--- src/rtl/led_pattern_sequencer_if.sv ---
// Switch inputs and LED/status outputs of the LED pattern sequencer.
// The slave modport is the sequencer; the master modport is the board or bench side.
interface led_pattern_sequencer_if;
    logic       sw_mode_i;
    logic       sw_pause_i;
    logic       LED_1_o;
    logic       LED_2_o;
    logic       LED_3_o;
    logic       LED_4_o;
    logic [1:0] mode_o;
    logic       paused_o;
    logic       tick_o;

    modport master (
        output sw_mode_i, sw_pause_i,
        input  LED_1_o, LED_2_o, LED_3_o, LED_4_o, mode_o, paused_o, tick_o
    );

    modport slave (
        input  sw_mode_i, sw_pause_i,
        output LED_1_o, LED_2_o, LED_3_o, LED_4_o, mode_o, paused_o, tick_o
    );
endinterface

--- src/rtl/led_pattern_sequencer.sv ---
// 4-LED pattern sequencer: debounced mode/pause switches, IDLE/RING/BOUNCE/BLINK modes,
// patterns stepped on an internal tick enable.
module led_pattern_sequencer #(
    parameter int TICK_DIV     = 25_000_000,
    parameter int DEBOUNCE_CYC = 250_000
) (
    input  logic                   clk_i,
    input  logic                   rst_i,
    led_pattern_sequencer_if.slave io
);
    localparam int TW = $clog2(TICK_DIV);
    localparam int DW = (DEBOUNCE_CYC > 1) ? $clog2(DEBOUNCE_CYC) : 1;
    localparam logic [TW-1:0] TICK_LAST = TW'(TICK_DIV - 1);
    localparam logic [DW-1:0] DEB_LAST  = DW'(DEBOUNCE_CYC - 1);

    typedef enum logic [1:0] {
        IDLE   = 2'd0,
        RING   = 2'd1,
        BOUNCE = 2'd2,
        BLINK  = 2'd3
    } mode_e;

    // Index 0 is the mode switch, index 1 the pause switch.
    logic [1:0]         raw;
    logic [1:0]         sync1_q, sync1_d;
    logic [1:0]         sync2_q, sync2_d;
    logic [1:0]         deb_q, deb_d;
    logic [1:0]         press_q, press_d;
    logic [1:0][DW-1:0] db_cnt_q, db_cnt_d;

    logic [TW-1:0] tick_cnt_q, tick_cnt_d;
    mode_e         mode_q, mode_d;
    logic [3:0]    pattern_q, pattern_d;
    logic          dir_up_q, dir_up_d;
    logic          paused_q, paused_d;
    logic          tick_q, tick_d;
    logic          step_fire;

    assign raw = {io.sw_pause_i, io.sw_mode_i};

    always_comb begin
        sync1_d  = raw;
        sync2_d  = sync1_q;
        deb_d    = deb_q;
        press_d  = '0;
        db_cnt_d = '0;
        for (int unsigned i = 0; i < 2; i++) begin
            if (sync2_q[i] != deb_q[i]) begin
                if (db_cnt_q[i] == DEB_LAST) begin
                    deb_d[i]   = sync2_q[i];
                    press_d[i] = sync2_q[i];
                end else begin
                    db_cnt_d[i] = db_cnt_q[i] + DW'(1);
                end
            end
        end
    end

    // A mode press takes priority over a step that fires in the same cycle.
    always_comb begin
        step_fire  = !paused_q && (tick_cnt_q == TICK_LAST);
        mode_d     = mode_q;
        pattern_d  = pattern_q;
        dir_up_d   = dir_up_q;
        tick_cnt_d = tick_cnt_q;
        tick_d     = 1'b0;
        paused_d   = paused_q ^ press_q[1];

        if (press_q[0]) begin
            tick_cnt_d = '0;
            case (mode_q)
                IDLE:   begin mode_d = RING;   pattern_d = 4'b0001; end
                RING:   begin mode_d = BOUNCE; pattern_d = 4'b0001; dir_up_d = 1'b1; end
                BOUNCE: begin mode_d = BLINK;  pattern_d = 4'b1111; end
                BLINK:  begin mode_d = IDLE;   pattern_d = 4'b0000; end
            endcase
        end else if (step_fire) begin
            tick_cnt_d = '0;
            tick_d     = 1'b1;
            case (mode_q)
                IDLE: pattern_d = 4'b0000;
                RING: pattern_d = {pattern_q[2:0], pattern_q[3]};
                BOUNCE: begin
                    if (dir_up_q) begin
                        if (pattern_q[3]) begin
                            pattern_d = pattern_q >> 1;
                            dir_up_d  = 1'b0;
                        end else begin
                            pattern_d = pattern_q << 1;
                        end
                    end else begin
                        if (pattern_q[0]) begin
                            pattern_d = pattern_q << 1;
                            dir_up_d  = 1'b1;
                        end else begin
                            pattern_d = pattern_q >> 1;
                        end
                    end
                end
                BLINK: pattern_d = ~pattern_q;
            endcase
        end else if (!paused_q) begin
            tick_cnt_d = tick_cnt_q + TW'(1);
        end
    end

    always_ff @(posedge clk_i or posedge rst_i) begin
        if (rst_i) begin
            sync1_q    <= '0;
            sync2_q    <= '0;
            deb_q      <= '0;
            press_q    <= '0;
            db_cnt_q   <= '0;
            tick_cnt_q <= '0;
            mode_q     <= IDLE;
            pattern_q  <= '0;
            dir_up_q   <= 1'b0;
            paused_q   <= 1'b0;
            tick_q     <= 1'b0;
        end else begin
            sync1_q    <= sync1_d;
            sync2_q    <= sync2_d;
            deb_q      <= deb_d;
            press_q    <= press_d;
            db_cnt_q   <= db_cnt_d;
            tick_cnt_q <= tick_cnt_d;
            mode_q     <= mode_d;
            pattern_q  <= pattern_d;
            dir_up_q   <= dir_up_d;
            paused_q   <= paused_d;
            tick_q     <= tick_d;
        end
    end

    assign io.LED_1_o  = pattern_q[0];
    assign io.LED_2_o  = pattern_q[1];
    assign io.LED_3_o  = pattern_q[2];
    assign io.LED_4_o  = pattern_q[3];
    assign io.mode_o   = mode_q;
    assign io.paused_o = paused_q;
    assign io.tick_o   = tick_q;
endmodule

--- src/flat_wrapper.sv ---
// flat-port wrapper written by rule: the top's interface ports become plain ports
module led_pattern_sequencer_flat 
#(
    parameter int TICK_DIV     = 25_000_000,
    parameter int DEBOUNCE_CYC = 250_000
)
  (clk_i, rst_i, io_sw_mode_i, io_sw_pause_i, io_LED_1_o, io_LED_2_o, io_LED_3_o, io_LED_4_o, io_mode_o, io_paused_o, io_tick_o);
  led_pattern_sequencer_if io_i ();
  input  logic clk_i;
  input  logic rst_i;
  input wire logic [$bits(io_i.sw_mode_i)-1:0] io_sw_mode_i;
  input wire logic [$bits(io_i.sw_pause_i)-1:0] io_sw_pause_i;
  output wire logic [$bits(io_i.LED_1_o)-1:0] io_LED_1_o;
  output wire logic [$bits(io_i.LED_2_o)-1:0] io_LED_2_o;
  output wire logic [$bits(io_i.LED_3_o)-1:0] io_LED_3_o;
  output wire logic [$bits(io_i.LED_4_o)-1:0] io_LED_4_o;
  output wire logic [$bits(io_i.mode_o)-1:0] io_mode_o;
  output wire logic [$bits(io_i.paused_o)-1:0] io_paused_o;
  output wire logic [$bits(io_i.tick_o)-1:0] io_tick_o;
  assign io_i.sw_mode_i = io_sw_mode_i;
  assign io_i.sw_pause_i = io_sw_pause_i;
  assign io_LED_1_o = io_i.LED_1_o;
  assign io_LED_2_o = io_i.LED_2_o;
  assign io_LED_3_o = io_i.LED_3_o;
  assign io_LED_4_o = io_i.LED_4_o;
  assign io_mode_o = io_i.mode_o;
  assign io_paused_o = io_i.paused_o;
  assign io_tick_o = io_i.tick_o;
  led_pattern_sequencer #(.TICK_DIV(TICK_DIV), .DEBOUNCE_CYC(DEBOUNCE_CYC)) u_core (.clk_i(clk_i), .rst_i(rst_i), .io(io_i));
endmodule
--- config.mk ---
export PLATFORM = sky130hd
export DESIGN_NAME = led_pattern_sequencer_flat
export DESIGN_NICKNAME = d
export VERILOG_FILES = /design/src/rtl/led_pattern_sequencer_if.sv /design/src/rtl/led_pattern_sequencer.sv /design/src/flat_wrapper.sv
export SDC_FILE = /design/constraint.sdc
export NUM_CORES = 1
export LEC_CHECK = 0
export ABC_AREA = 1
export CAP_MARGIN = 15
export CORE_AREA = 2 2 117 119
export CTS_CLUSTER_DIAMETER = 60
export DETAILED_ROUTE_END_ITERATION = 8
export DIE_AREA = 0 0 119 121
export GPL_ROUTABILITY_DRIVEN = 0
export SYNTH_ARGS = -nofsm -noshare
export SYNTH_HDL_FRONTEND = slang
export SYNTH_SLANG_ARGS = --single-unit
--- constraint.sdc ---
create_clock -name clk_i -period 2.6 [get_ports clk_i]
set_clock_uncertainty 0.15 [all_clocks]
set_input_delay 0.52 -clock clk_i [delete_from_list [all_inputs] [get_ports clk_i]]
set_output_delay 0.52 -clock clk_i [all_outputs]
set_load 0.01 [all_outputs]
---- Word-level counts from Yosys, hierarchy flattened ----
Index checks and enable logic that the tools add are counted.
word-level totals
  register bits after elaboration ......... 78
  input port bits ......................... 4
  output and inout port bits .............. 8
  word-level logic and storage cells ...... 65
cells by class
  add/subtract/negate cells ............... 3
  eq/ne operators ......................... 10
  muxes and demuxes ....................... 28
  bitwise logic cells ..................... 2
  reductions and logical operators ........ 9
operator list
  cell                     number
  $mux W25                 3
  $mux W18                 4
  $add A18 B1 Y18 const B  2
  $eq A18 B18 Y1 const B   2
  $add A25 B1 Y25 const B  1
  $eq A25 B25 Y1 const B   1
  $mux W4                  5
  $pmux W4 S4              1
  $mux W1                  13
  $pmux W4 S3              1
  $pmux W2 S4              1
  $eq A2 B2 Y1 const B     2
  $not A4 Y4               1
  $reduce_and A2 Y1        2
  $reduce_bool A2 Y1       2
  $ne A3 B2 Y1 const B     1
  $reduce_and A3 Y1        1
  $eq A2 B1 Y1 const B     1
  $logic_not A2 Y1         1
  $ne A1 B1 Y1             2
  $ne A2 B2 Y1 const B     1
  $reduce_or A2 Y1         1
  $logic_and A1 B1 Y1      1
  $logic_not A1 Y1         1
  $xor A1 B1 Y1            1

---- Logic depth before layout (Yosys ltp) ----
Gate-level depths: netlist (run 1).
  word-level depth ........................ 5
  mapped depth ............................ 12
  mapped depth without buffers ............ 11

---- Worst setup path before layout (run 1) ----
Ideal clock, no wire load.
  path type ............................... reg2reg
  start ................................... reg u_core.mode_q[0], in the netlist u_core.io.mode_o[0]
  end ..................................... reg u_core.pattern_q[2]
  library setup time ...................... 0.083 ns
  arrival ................................. 1.391 ns
  data required time ...................... 2.367 ns
  setup slack ............................. 0.976 ns
  stages on the path, launching flop included .. 11
  buffers on the path ..................... 1
  period minus slack after synthesis ...... 1.624 ns
  cells stage by stage .................... dfrtp_1 > inv_1 > ha_1 > clkbuf_1 > nand2_1 > o21bai_1 > nand3_1 > nand3_1 > nand2_1 > nand2_1 > o21ai_0
between the ends
  cells in the longest elaborated chain, start to end .. 4
  elaborated cells on any way between the ends .. 9
  those cells by class .................... eq/ne (3); mux (4); reduce/logical (2)
RTL lines
  what                                                    RTL line                                                  source
  from (decl)                                             led_pattern_sequencer.sv:32                               mode_e mode_q, mode_d;
  from (signal assigned)                                  led_pattern_sequencer.sv:127                              mode_q <= mode_d;
  $eq A2 B2 Y1, or another cell as far along              led_pattern_sequencer.sv:71, led_pattern_sequencer.sv:80
  $pmux W4 S4 / $reduce_or A2 Y1 (equally long branches)  n/a
  $mux W4 / $pmux W4 S3 (equally long branches)           led_pattern_sequencer.sv:77, led_pattern_sequencer.sv:71
  $mux W4 *                                               led_pattern_sequencer.sv:69                               if (press_q[0]) begin
  to (signal assigned)                                    led_pattern_sequencer.sv:128                              pattern_q <= pattern_d;
  to (decl)                                               led_pattern_sequencer.sv:33                               logic [3:0] pattern_q, pattern_d;
Mark *: on every way between the ends. The rest lies on a longest branch, timed or not. The select of a mux whose other input is x is not followed.
A chain may end at the register's enable or synchronous reset.

---- Worst setup path in the final report (run 1) ----
  start ................................... reg u_core.paused_q, in the netlist u_core.io.paused_o
  end ..................................... out io_paused_o
RTL lines
  what                    RTL line                      source
  from (decl)             led_pattern_sequencer.sv:35   logic paused_q, paused_d;
  from (signal assigned)  led_pattern_sequencer.sv:130  paused_q <= paused_d;
  to (decl)               flat_wrapper.sv:18            output wire logic [$bits(io_i.paused_o)-1:0] io_paused_o;
No word-level cell between the ends.

==> results.md, run 1 <==
* Area delta synth->final at 14.1%
* Die ar. at 14400 sq um
* H-tree depth at 3
* Tmin final at 2240 ps
* Switching pwr at around 0.53 mW
* TritonCTS Buffers at 9
* Startpoint Class: flip-flop
* Worst vdd ir at between 0.2 and 0.3 mV
* Register area share after synthesis at 0.436
* Vias post-DR at 3710
* Port Buffers at 11
* Synth Register Bits at 78
* Post-CTS Hold Buffers at 0
* DRT Pass-1 Iters at 5
* Post-CTS setup buffer count at 0
* DP HPWL at 6.83 mm
* Remaining DRCs at 0
* Logic pwr share at 0.024
* Worst path required time at 1930 ps
* Clk Latency, worst-skew pair at approximately 340 ps
* CTS sink cnt at roughly 80
* Worst setup EP type: output port
* RSZ-0062 raised after global routing: false
* Async S/R FF share, synth at 1.00
* Final Max Tran Viols at 0
* Final Power at 2.66 mW
* CP max stage delay at 660 ps
* Clk slew on worst S/H paths at 50 ps
* Max-cap violation count at 0
* Clk buf depth at 2
* Row count at 42
* Post-Place Cell Area at roughly 4800 sq um
* Antenna-violating nets left at 0
* Worst Max-Slew Pin Slew at 593 ps
* WL/cell at 11.9 um
* GRT Util Overall at 0.143
* Post-Synthesis Cells at 582
* Core region area at 13100 sq um
* Critical path type: reg2out
* Max Fclk at 446 MHz
* Initial antenna violation count at 0
* CTS tree: yes
* P_leak at 2.29 nW
* Largest net degree at the start of global routing at 53
* Drt via density at 4.77
* Status: complete, no violations
* Setup TNS at 0 ps
* Number of nets in the layout at 609
* Max_slew headroom at 0.604
* Initial Utilization at 0.342
* Die width at ~120 um
* Crit path max-delay family: buffers and inverters
* Most frequent cells in the layout: nand2_1, nor2_1, dfrtp_1, inv_1, nand3_1
* Hold Violations, Final at 0
* Most common cell after layout, fill and taps aside: nand2_1
* Sw Ratio at 0.200
* Ant. Diodes at 0
* Largest cells by area after synthesis: dfrtp_1, nand2_1, nor2_1, inv_1, nand3_1
* Period utilisation layout at 0.862
* CP max FO at 9
* Final wirelength at 9.29 mm
* Post-Syn Nets at 593
* Final Setup Violations at 0
* Clock network power share at 0.513
* Number of flops mapped to enable cells by yosys at 0
* Yosys top cell area share at 0.436
* Buffer and inverter count on the worst path at 1
* Synth warn at 0
* Grt total ovfl at 0
* Syn_area_per_cell at 7.70 sq um
* Power share of the sequential group at 0.463
* IO Pins at 12
* Critical-path top delay cell: clkdlybuf4s50_1
* Synth area leader: dfrtp_1
* Post_cts resized at 0
* P_int at 2.13 mW
* Cell Pwr Density at approximately 520 nW/um^2
* Chip height at 121 um
* Final Cell Area at 5110 sq um
* Netlist Area Pre-Place at about 4500 sq um
* Clock root cell: clkbuf_16
* Number of library cell types mapped by synthesis at 38
* Crit-path cells: clkdlybuf4s50_1
* Share of cells above drive strength 1 at 0.111
* Critical path arrival at 1570 ps
* Vias in the first global route at 3738
* Top FF cell, synth: dfrtp_1
* First-pass GRT wire length at 16.8 mm
* HP Class: reg2reg
* DRT iter0 DRCs at 189
[power groups by stage]
stage | combinational, mW | sequential [mW] | clock, mW
global route | 0.0761 | 1.23 | 1.46
detailed placement | 0.0671 | 1.25 | 0
CTS | 0.0671 | 1.23 | 1.41
global placement | 0.0665 | 1.25 | 0
floorplan | 0.0399 | 1.25 | 0
finish | 0.0638 | 1.23 | 1.37
[kinds of logic (layout without fill, tap and decap cells)]
family                   after synthesis  count (layout)  share of synthesized area
AND/OR/NAND/NOR                      350             350                      0.369
buffers and inverters                 87             107                     0.0827
flip-flops                            78              78                      0.436
XOR/XNOR                              22              22                     0.0430
AO/OA/AOI/OAI                         38              38                     0.0505
adder cells (fa/ha/maj)                7               7                     0.0195
[registers in the layout, summed over array words and instances, names as in the netlist]
register            flops
u_core.db_cnt_q        36
u_core.tick_cnt_q      25
u_core.pattern_q        4
u_core.deb_q            2
u_core.io.mode_o        2
u_core.press_q          2
u_core.sync1_q          2
u_core.sync2_q          2
u_core.dir_up_q         1
u_core.io.paused_o      1
u_core.io.tick_o        1
[synth_stat cells, types with 10 or more instances]
cell	number
inv_1	72
nand2_1	127
nand3_1	35
xor2_1	18
nand2_2	10
nand4_1	25
dfrtp_1	78
nor2_1	91
o21ai_0	16
nor2_2	16
nor3_1	19
a21oi_1	11
[per-stage QoR]
step	utilization	hold slack (ps)	setup slack (ps)	std cells
5_1_grt	0.391	205	252	778
3_3_place_gp	0.366	188	564	763
3_5_place_dp	0.366	185	491	763
6_report	0.391	197	360	778
4_1_cts	0.391	198	345	778
2_1_floorplan	-	181	976	582
[layout make-up]
| cell class | instances | area, sq um |
|---|---|---|
| fill | 1298 | 7970 |
| inverter | 77 | 293 |
| tap | 176 | 220 |
| clock inverter | 4 | 70.1 |
| multi-input combinational | 417 | 2160 |
| sequential | 78 | 1950 |
| timing repair buffer | 15 | 165 |
| clock buffer | 11 | 253 |
[worst paths after layout]
path | from | endpoint | slack, ps | cells after the start
max reg2reg | u_core.io.paused_o | u_core.tick_cnt_q[0] | 460 | 7
max | u_core.io.paused_o | io_paused_o | 360 | 1
min reg2reg | u_core.sync1_q[0] | u_core.sync2_q[0] | 200 | 0
min in group asynchronous | rst_i | u_core.io.mode_o[0] | 270 | 2
min | u_core.sync1_q[0] | u_core.sync2_q[0] | 200 | 0
max in group asynchronous | rst_i | u_core.db_cnt_q[20] | 1550 | 3
[layer usage]
| layer | routed length [um] | part of all wire | vias to the layer above | global-route usage |
|---|---|---|---|---|
| met5 | 0 | 0 | - | 0 |
| met2 | 4400 | 0.47 | 62 | 0.234 |
| met4 | 197 | 0.021 | 0 | 0.0714 |
| met3 | 339 | 0.036 | 15 | 0.0320 |
| li1 | - | - | 1896 | - |
| met1 | 4350 | 0.47 | 1737 | 0.177 |
Note: power is estimated with default switching activity, not from simulation.
==> run 2: changes to the inputs <==
--- a/config.mk
+++ b/config.mk
@@ -7,11 +7,16 @@
 export LEC_CHECK = 0
 export ABC_AREA = 1
 export CAP_MARGIN = 15
+export CELL_PAD_IN_SITES_DETAIL_PLACEMENT = 1
+export CELL_PAD_IN_SITES_GLOBAL_PLACEMENT = 1
 export CORE_AREA = 2 2 117 119
+export CTS_BUF_LIST = sky130_fd_sc_hd__clkbuf_4 sky130_fd_sc_hd__clkbuf_8
 export CTS_CLUSTER_DIAMETER = 60
 export DETAILED_ROUTE_END_ITERATION = 8
 export DIE_AREA = 0 0 119 121
 export GPL_ROUTABILITY_DRIVEN = 0
+export PLACE_DENSITY_LB_ADDON = 0.1
+export SLEW_MARGIN = 10
 export SYNTH_ARGS = -nofsm -noshare
 export SYNTH_HDL_FRONTEND = slang
 export SYNTH_SLANG_ARGS = --single-unit
==> run 2 against run 1 <==
Flip-flop and latch count did not move. Setup slack better by 100 ps. Critical path depth rose by 1. Via count up 2.9%. Final cell count up 0.39%. Core utilization shrank 0.43 points. Fmax increased by 4.8%. Sequential power is essentially flat. Hold slack improved by 6.5 ps. Combinational power grew 5.6%. Clock power down 15%. Critical path type unchanged. Largest cell class unchanged. Largest power group is now registers. Highest routed layer unchanged.
==> results.md, run 2 (synthesized netlist as in run 1, its figures left out) <==
* Status: complete, no violations (unchanged)
* Max_slew headroom at 0.732 (was 0.604)
* Post-CTS setup buffer count at 0 (unchanged)
* Sw Ratio at 0.220 (was 0.200)
* RSZ-0062 raised after global routing: false (unchanged)
* H-tree depth at 3 (unchanged)
* Worst vdd ir at 0.216 mV (was 0.282 mV)
* Worst Max-Slew Pin Slew at 400 ps (was 593 ps)
* CP max FO at 8 (was 9)
* Initial Utilization at 0.342 (unchanged)
* Metal3 WL at 210 um (was 339 um)
* Drt via density at 4.89 (was 4.77)
* Buffer and inverter count on the worst path at 2 (was 1)
* Max FFs per register at 36 (unchanged)
* GRT Util Overall at 0.175 (was 0.143)
* Clk buf depth at 2 (unchanged)
* Largest Register: u_core.db_cnt_q (unchanged)
* HP Class: reg2reg (unchanged)
* Most common cell after layout, fill and taps aside: nand2_1 (unchanged)
* Post-CTS Hold Buffers at 0 (unchanged)
* Multi-input gate area at 2160 sq um (unchanged)
* Core region area at 13100 sq um (unchanged)
* DRT iter0 DRCs at 167 (was 189)
* Clock root cell: clkbuf_8 (was clkbuf_16)
* Number of nets in the layout at 611 (was 609)
* Remaining DRCs at 0 (unchanged)
* Clk Latency, worst-skew pair at 370 ps (was 340 ps)
* WL/cell at 14.6 um (was 11.9 um)
* Crit path max-delay family: buffers and inverters (unchanged)
* Initial antenna violation count at 0 (unchanged)
* Seq. cell area at 1950 sq um (unchanged)
* Post_cts resized at 0 (unchanged)
* DR top layer: met4 (unchanged)
* CTS tree: yes (unchanged)
* Row count at 42 (unchanged)
* Power share of the sequential group at 0.500 (was 0.463)
* DRT Pass-1 Iters at 4 (was 5)
* Clk slew on worst S/H paths at 80 ps (was 50 ps)
* Critical path arrival at 1470 ps (was 1570 ps)
* Chip height at 121 um (unchanged)
* Ant. Diodes at 0 (unchanged)
* Hold Violations, Final at 0 (unchanged)
* Die ar. at 14400 sq um (unchanged)
* Worst setup EP type: output port (unchanged)
* Antenna-violating nets left at 0 (unchanged)
* Startpoint Class: flip-flop (unchanged)
* Setup TNS at 0 ps (unchanged)
* R2r setup slk at 720 ps (was 460 ps)
* Largest net degree at the start of global routing at 38 (was 53)
* Cell Pwr Density at 487 nW/um^2 (was 521 nW/um^2)
* Vias post-DR at 3816 (was 3710)
* Final Setup Violations at 0 (unchanged)
* Tmin final at 2140 ps (was 2240 ps)
* Final Cell Area at 5050 sq um (was 5110 sq um)
* Share of cells above drive strength 1 at 0.116 (was 0.111)
* Critical-path top delay cell: clkdlybuf4s50_1 (unchanged)
* CP max stage delay at 550 ps (was 660 ps)
* Clock network power share at 0.472 (was 0.513)
* DP HPWL at 8.53 mm (was 6.83 mm)
* Area delta synth->final at 12.8% (was 14.1%)
* Grt total ovfl at 0 (unchanged)
* Max Fclk at 468 MHz (was 446 MHz)
* CTS sink cnt at 78 (unchanged)
* Metal1 wirelength at 5.41 mm (was 4.35 mm)
* Final wirelength at 11.4 mm (was 9.29 mm)
* Filler instances at 1605 (was 1298)
* Logic pwr share at 0.027 (was 0.024)
* Critical path type: reg2out (unchanged)
* Most frequent cells in the layout: nand2_1, nor2_1, dfrtp_1, inv_1, nand3_1 (unchanged)
* IO Pins at 12 (unchanged)
* Period utilisation layout at 0.822 (was 0.862)
* Vias in the first global route at 4077 (was 3738)
* TritonCTS Buffers at 9 (unchanged)
* Max-cap violation count at 0 (unchanged)
* Final Max Tran Viols at 0 (unchanged)
* Top Registers: u_core.db_cnt_q: 36 flops, u_core.tick_cnt_q: 25 flops, u_core.pattern_q: 4 flops (unchanged)
* Switching pwr at 0.540 mW (was 0.533 mW)
* Port Buffers at 11 (unchanged)
* Wire length on met2 at 5.45 mm (was 4.40 mm)
* Worst path required time at 1930 ps (about the same)
* Post-Place Cell Area at 4800 sq um (was 4790 sq um)
* Die width at 119 um (unchanged)
* First-pass GRT wire length at 20.1 mm (was 16.8 mm)
* P_int at 1.92 mW (was 2.13 mW)
* P_leak at 2.26 nW (was 2.29 nW)
* Crit-path cells: buf_4, clkdlybuf4s50_1 (was clkdlybuf4s50_1)
==> run 2: cell types whose count changed in the layout (fill, tap and decap cells not counted), moves of 2 or more <==
| cell | previous run | this run |
|---|---|---|
| clkbuf_8 | 2 | 10 |
| clkinv_2 | 2 | 0 |
| buf_4 | 2 | 4 |
| clkbuf_16 | 9 | 0 |
==> run 2: worst register-to-register path, cell delays in order, from the launching register on <==
cell	delay, ps
dfrtp_1	410
ha_1	220
nand2_1	120
nor2_1	50
nand2_1	180
nor2_2	80
nor2_2	250
buf_4	220
nand2_1	60
nor2_1	80
==> run 2: stage by stage <==
step | setup slack (ps) | utilization | total power, mW | std cells | hold WS [ps]
after global placement | 756 | 0.367 | 1.32 | 765 | 194
after floorplan | 976 | - | 1.29 | 582 | 181
after CTS | 418 | 0.386 | 2.51 | 781 | 206
after global routing | 390 | 0.386 | 2.56 | 781 | 228
final | 463 | 0.386 | 2.46 | 781 | 203
after detailed placement | 709 | 0.367 | 1.33 | 765 | 186
==> run 2: layout make-up <==
type                    count  area share
multi-input cells         417       0.427
flip-flops and latches     78       0.386
inverters                  77      0.0579
well taps                 176      0.0436
repair buffers             17      0.0356
clock buffers              11      0.0287
clock inverters             5      0.0210
==> run 2: worst paths after layout <==
path	start	endpoint	depth (start not counted)
max in group asynchronous	rst_i	u_core.pattern_q[2]	3
hold reg to reg	u_core.sync1_q[1]	u_core.sync2_q[1]	0
setup / recovery	u_core.io.paused_o	io_paused_o	2
hold / removal	u_core.sync1_q[1]	u_core.sync2_q[1]	0
setup reg to reg	u_core.tick_cnt_q[0]	u_core.tick_cnt_q[24]	9
min in group asynchronous	rst_i	u_core.db_cnt_q[25]	2
==> run 2: metal layers <==
| metal | vias up | global-route usage |
|---|---|---|
| li1 | 1891 | - |
| met1 | 1863 | 0.230 |
| met2 | 39 | 0.286 |
| met3 | 23 | 0.0277 |
| met4 | 0 | 0.0774 |
| met5 | - | 0 |
==> run 2: power by group through the flow <==
stage	Combinational [mW]	Clock, mW	Sequential [mW]
floorplan	0.0399	0	1.25
global placement	0.0700	0	1.25
detailed placement	0.0721	0	1.25
CTS	0.0722	1.20	1.23
global route	0.0800	1.24	1.23
finish	0.0674	1.16	1.23
==> run 3: changes to the inputs <==
==> constraint.sdc (replaced) <==
create_clock -name clk_i -period 2.13 [get_ports clk_i]
set_clock_uncertainty 0.15 [all_clocks]
set_input_delay 0.426 -clock clk_i [delete_from_list [all_inputs] [get_ports clk_i]]
set_output_delay 0.426 -clock clk_i [all_outputs]
set_load 0.01 [all_outputs]
==> run 3 against run 2 <==
Non-clock buffer count rose by 4. Via count down 0.42%. Global-route usage decreased by 0.39 points. Critical path depth shrank 1. Die area did not move. Final cell count grew 0.51%. Critical endpoint is now io_LED_1_o. Largest power group unchanged.
==> results.md, run 3 (synthesized netlist as in run 1, its figures left out) <==
* Status: complete, no violations (unchanged)
* WL/cell at 14.3 um (was 14.6 um)
* Port Buffers at 11 (unchanged)
* Final wirelength at 11.2 mm (was 11.4 mm)
* Die ar. at 14400 sq um (unchanged)
* Grt total ovfl at 0 (unchanged)
* Number of nets in the layout at 615 (was 611)
* Largest net degree at the start of global routing at 38 (unchanged)
* Clk slew on worst S/H paths at 80 ps (about the same)
* Initial Utilization at 0.342 (unchanged)
* Max Fclk at 487 MHz
* Post-CTS Hold Buffers at 0 (unchanged)
* CP max stage delay at 600 ps (was 550 ps)
* Max_slew headroom at 0.741 (was 0.732)
* GRT Util Overall at 0.171 (was 0.175)
* Filler instances at 1599 (was 1605)
* Crit path max-delay family: buffers and inverters (unchanged)
* RSZ-0062 raised after global routing: false (unchanged)
* CTS tree: yes (unchanged)
* Critical-path top delay cell: clkdlybuf4s50_1 (unchanged)
* TritonCTS Buffers at 9 (unchanged)
* Seq. cell area at 1950 sq um (unchanged)
* Row count at 42 (unchanged)
* Worst vdd ir at 0.244 mV (was 0.216 mV)
* Most common cell after layout, fill and taps aside: nand2_1 (unchanged)
* Worst Max-Slew Pin Slew at 388 ps (was 400 ps)
* DRT iter0 DRCs at 161 (was 167)
* IO Pins at 12 (unchanged)
* Tmin final at 2050 ps
* Hold Violations, Final at 0 (unchanged)
* DP HPWL at 8.47 mm (was 8.53 mm)
* Critical path arrival at 1480 ps (was 1470 ps)
* First-pass GRT wire length at 19.8 mm (was 20.1 mm)
* Multi-input gate area at 2160 sq um (unchanged)
* Share of cells above drive strength 1 at 0.122 (was 0.116)
* DRT Pass-1 Iters at 4 (unchanged)
* Period utilisation layout at 0.963
* Chip height at 121 um (unchanged)
* Max FFs per register at 36 (unchanged)
* Startpoint Class: flip-flop (unchanged)
* Final Cell Area at 5060 sq um (was 5050 sq um)
* Post-CTS setup buffer count at 0 (unchanged)
* Most frequent cells in the layout: nand2_1, nor2_1, dfrtp_1, inv_1, nand3_1 (unchanged)
* Worst path required time at 1550 ps (was 1930 ps)
* Post-Place Cell Area at 4850 sq um (was 4800 sq um)
* Max-cap violation count at 0 (unchanged)
* Final Max Tran Viols at 0 (unchanged)
* Crit-path cells: clkdlybuf4s50_1 (was buf_4, clkdlybuf4s50_1)
* Drt via density at 4.84 (was 4.89)
* Vias in the first global route at 4101 (was 4077)
* Critical path type: reg2out (unchanged)
* Area delta synth->final at 13.0% (was 12.8%)
* Antenna-violating nets left at 0 (unchanged)
* Post_cts resized at 0 (unchanged)
* Clk Latency, worst-skew pair at 360 ps (was 370 ps)
* P_leak at 2.28 nW (was 2.26 nW)
* HP Class: reg2reg (unchanged)
* Final Setup Violations at 0 (unchanged)
* Remaining DRCs at 0 (unchanged)
* Die width at 119 um (unchanged)
* Vias post-DR at 3800 (was 3816)
* Core region area at 13100 sq um (unchanged)
* Buffer and inverter count on the worst path at 1 (was 2)
* Top Registers: u_core.db_cnt_q: 36 flops, u_core.tick_cnt_q: 25 flops, u_core.pattern_q: 4 flops (unchanged)
* CTS sink cnt at 78 (unchanged)
* H-tree depth at 3 (unchanged)
* Cell Pwr Density at 558 nW/um^2 (was 487 nW/um^2)
* Clk buf depth at 2 (unchanged)
* CP max FO at 9 (was 8)
* Clock root cell: clkbuf_8 (unchanged)
* Worst setup EP type: output port (unchanged)
* Ant. Diodes at 0 (unchanged)
* Finished Core Util at 0.387 (was 0.386)
* Largest Register: u_core.db_cnt_q (unchanged)
* Setup TNS at 0 ps (unchanged)
* Initial antenna violation count at 0 (unchanged)
run 3: cell count changes in the layout (fill, tap and decap cells not counted), moves of 2 or more:
cell	before	now
buf_4	4	7
clkbuf_8	10	13
clkinv_2	0	2
bufinv_16	3	1
run 3: area by class of cell:
type,instances,share of cell area
Clock buffer,13,0.0353
Clock inverter,3,0.00791
Sequential cell,78,0.385
Timing Repair Buffer,21,0.0440
Inverter,77,0.0578
Tap cell,176,0.0435
Multi-Input combinational cell,417,0.426
run 3: layer usage:
| metal | wire [um] | track usage | up-vias |
|---|---|---|---|
| met5 | 0 | 0 | - |
| met4 | 173 | 0.0729 | 0 |
| met3 | 186 | 0.0240 | 14 |
| met2 | 5300 | 0.279 | 26 |
| met1 | 5550 | 0.229 | 1861 |
| li1 | - | - | 1899 |
run 3: report_power, final:
part	leakage, nW	internal (mW)	switching [mW]
sequential	1.06	1.49	0.00979
clock	0.115	0.667	0.577
combinational	1.10	0.0253	0.0563
total	2.28	2.18	0.643
run 3: worst register-to-register path: stages (launching register included):
cell     delay [ps]
dfrtp_1         410
ha_1            190
nand2_1          90
nor2_2          170
inv_1           120
nor2_1          120
nand2_1         100
nand2_2         200
inv_2            90
nand2_1          80
a21oi_1          40
run 3: per-stage QoR:
| step | hold slack [ps] | setup slack (ps) | std cells | power [mW] |
|---|---|---|---|---|
| 6_report | 206 | 78.1 | 785 | 2.83 |
| 3_3_place_gp | 188 | 315 | 769 | 1.62 |
| 5_1_grt | 222 | 18.3 | 785 | 2.96 |
| 4_1_cts | 209 | 42.6 | 785 | 2.88 |
| 2_1_floorplan | 181 | 506 | 582 | 1.58 |
| 3_5_place_dp | 190 | 257 | 769 | 1.62 |
run 3: path summary, 6_finish.rpt:
path	slack, ps	startpoint	endpoint	depth (start not counted)
worst max-delay path	80	u_core.pattern_q[0]	io_LED_1_o	1
min in group asynchronous	230	rst_i	u_core.db_cnt_q[32]	2
worst min-delay path	210	u_core.sync1_q[0]	u_core.sync2_q[0]	0
max in group asynchronous	1110	rst_i	u_core.db_cnt_q[10]	3
worst min register to register	210	u_core.sync1_q[0]	u_core.sync2_q[0]	0
worst max register to register	260	u_core.db_cnt_q[0]	u_core.db_cnt_q[11]	10
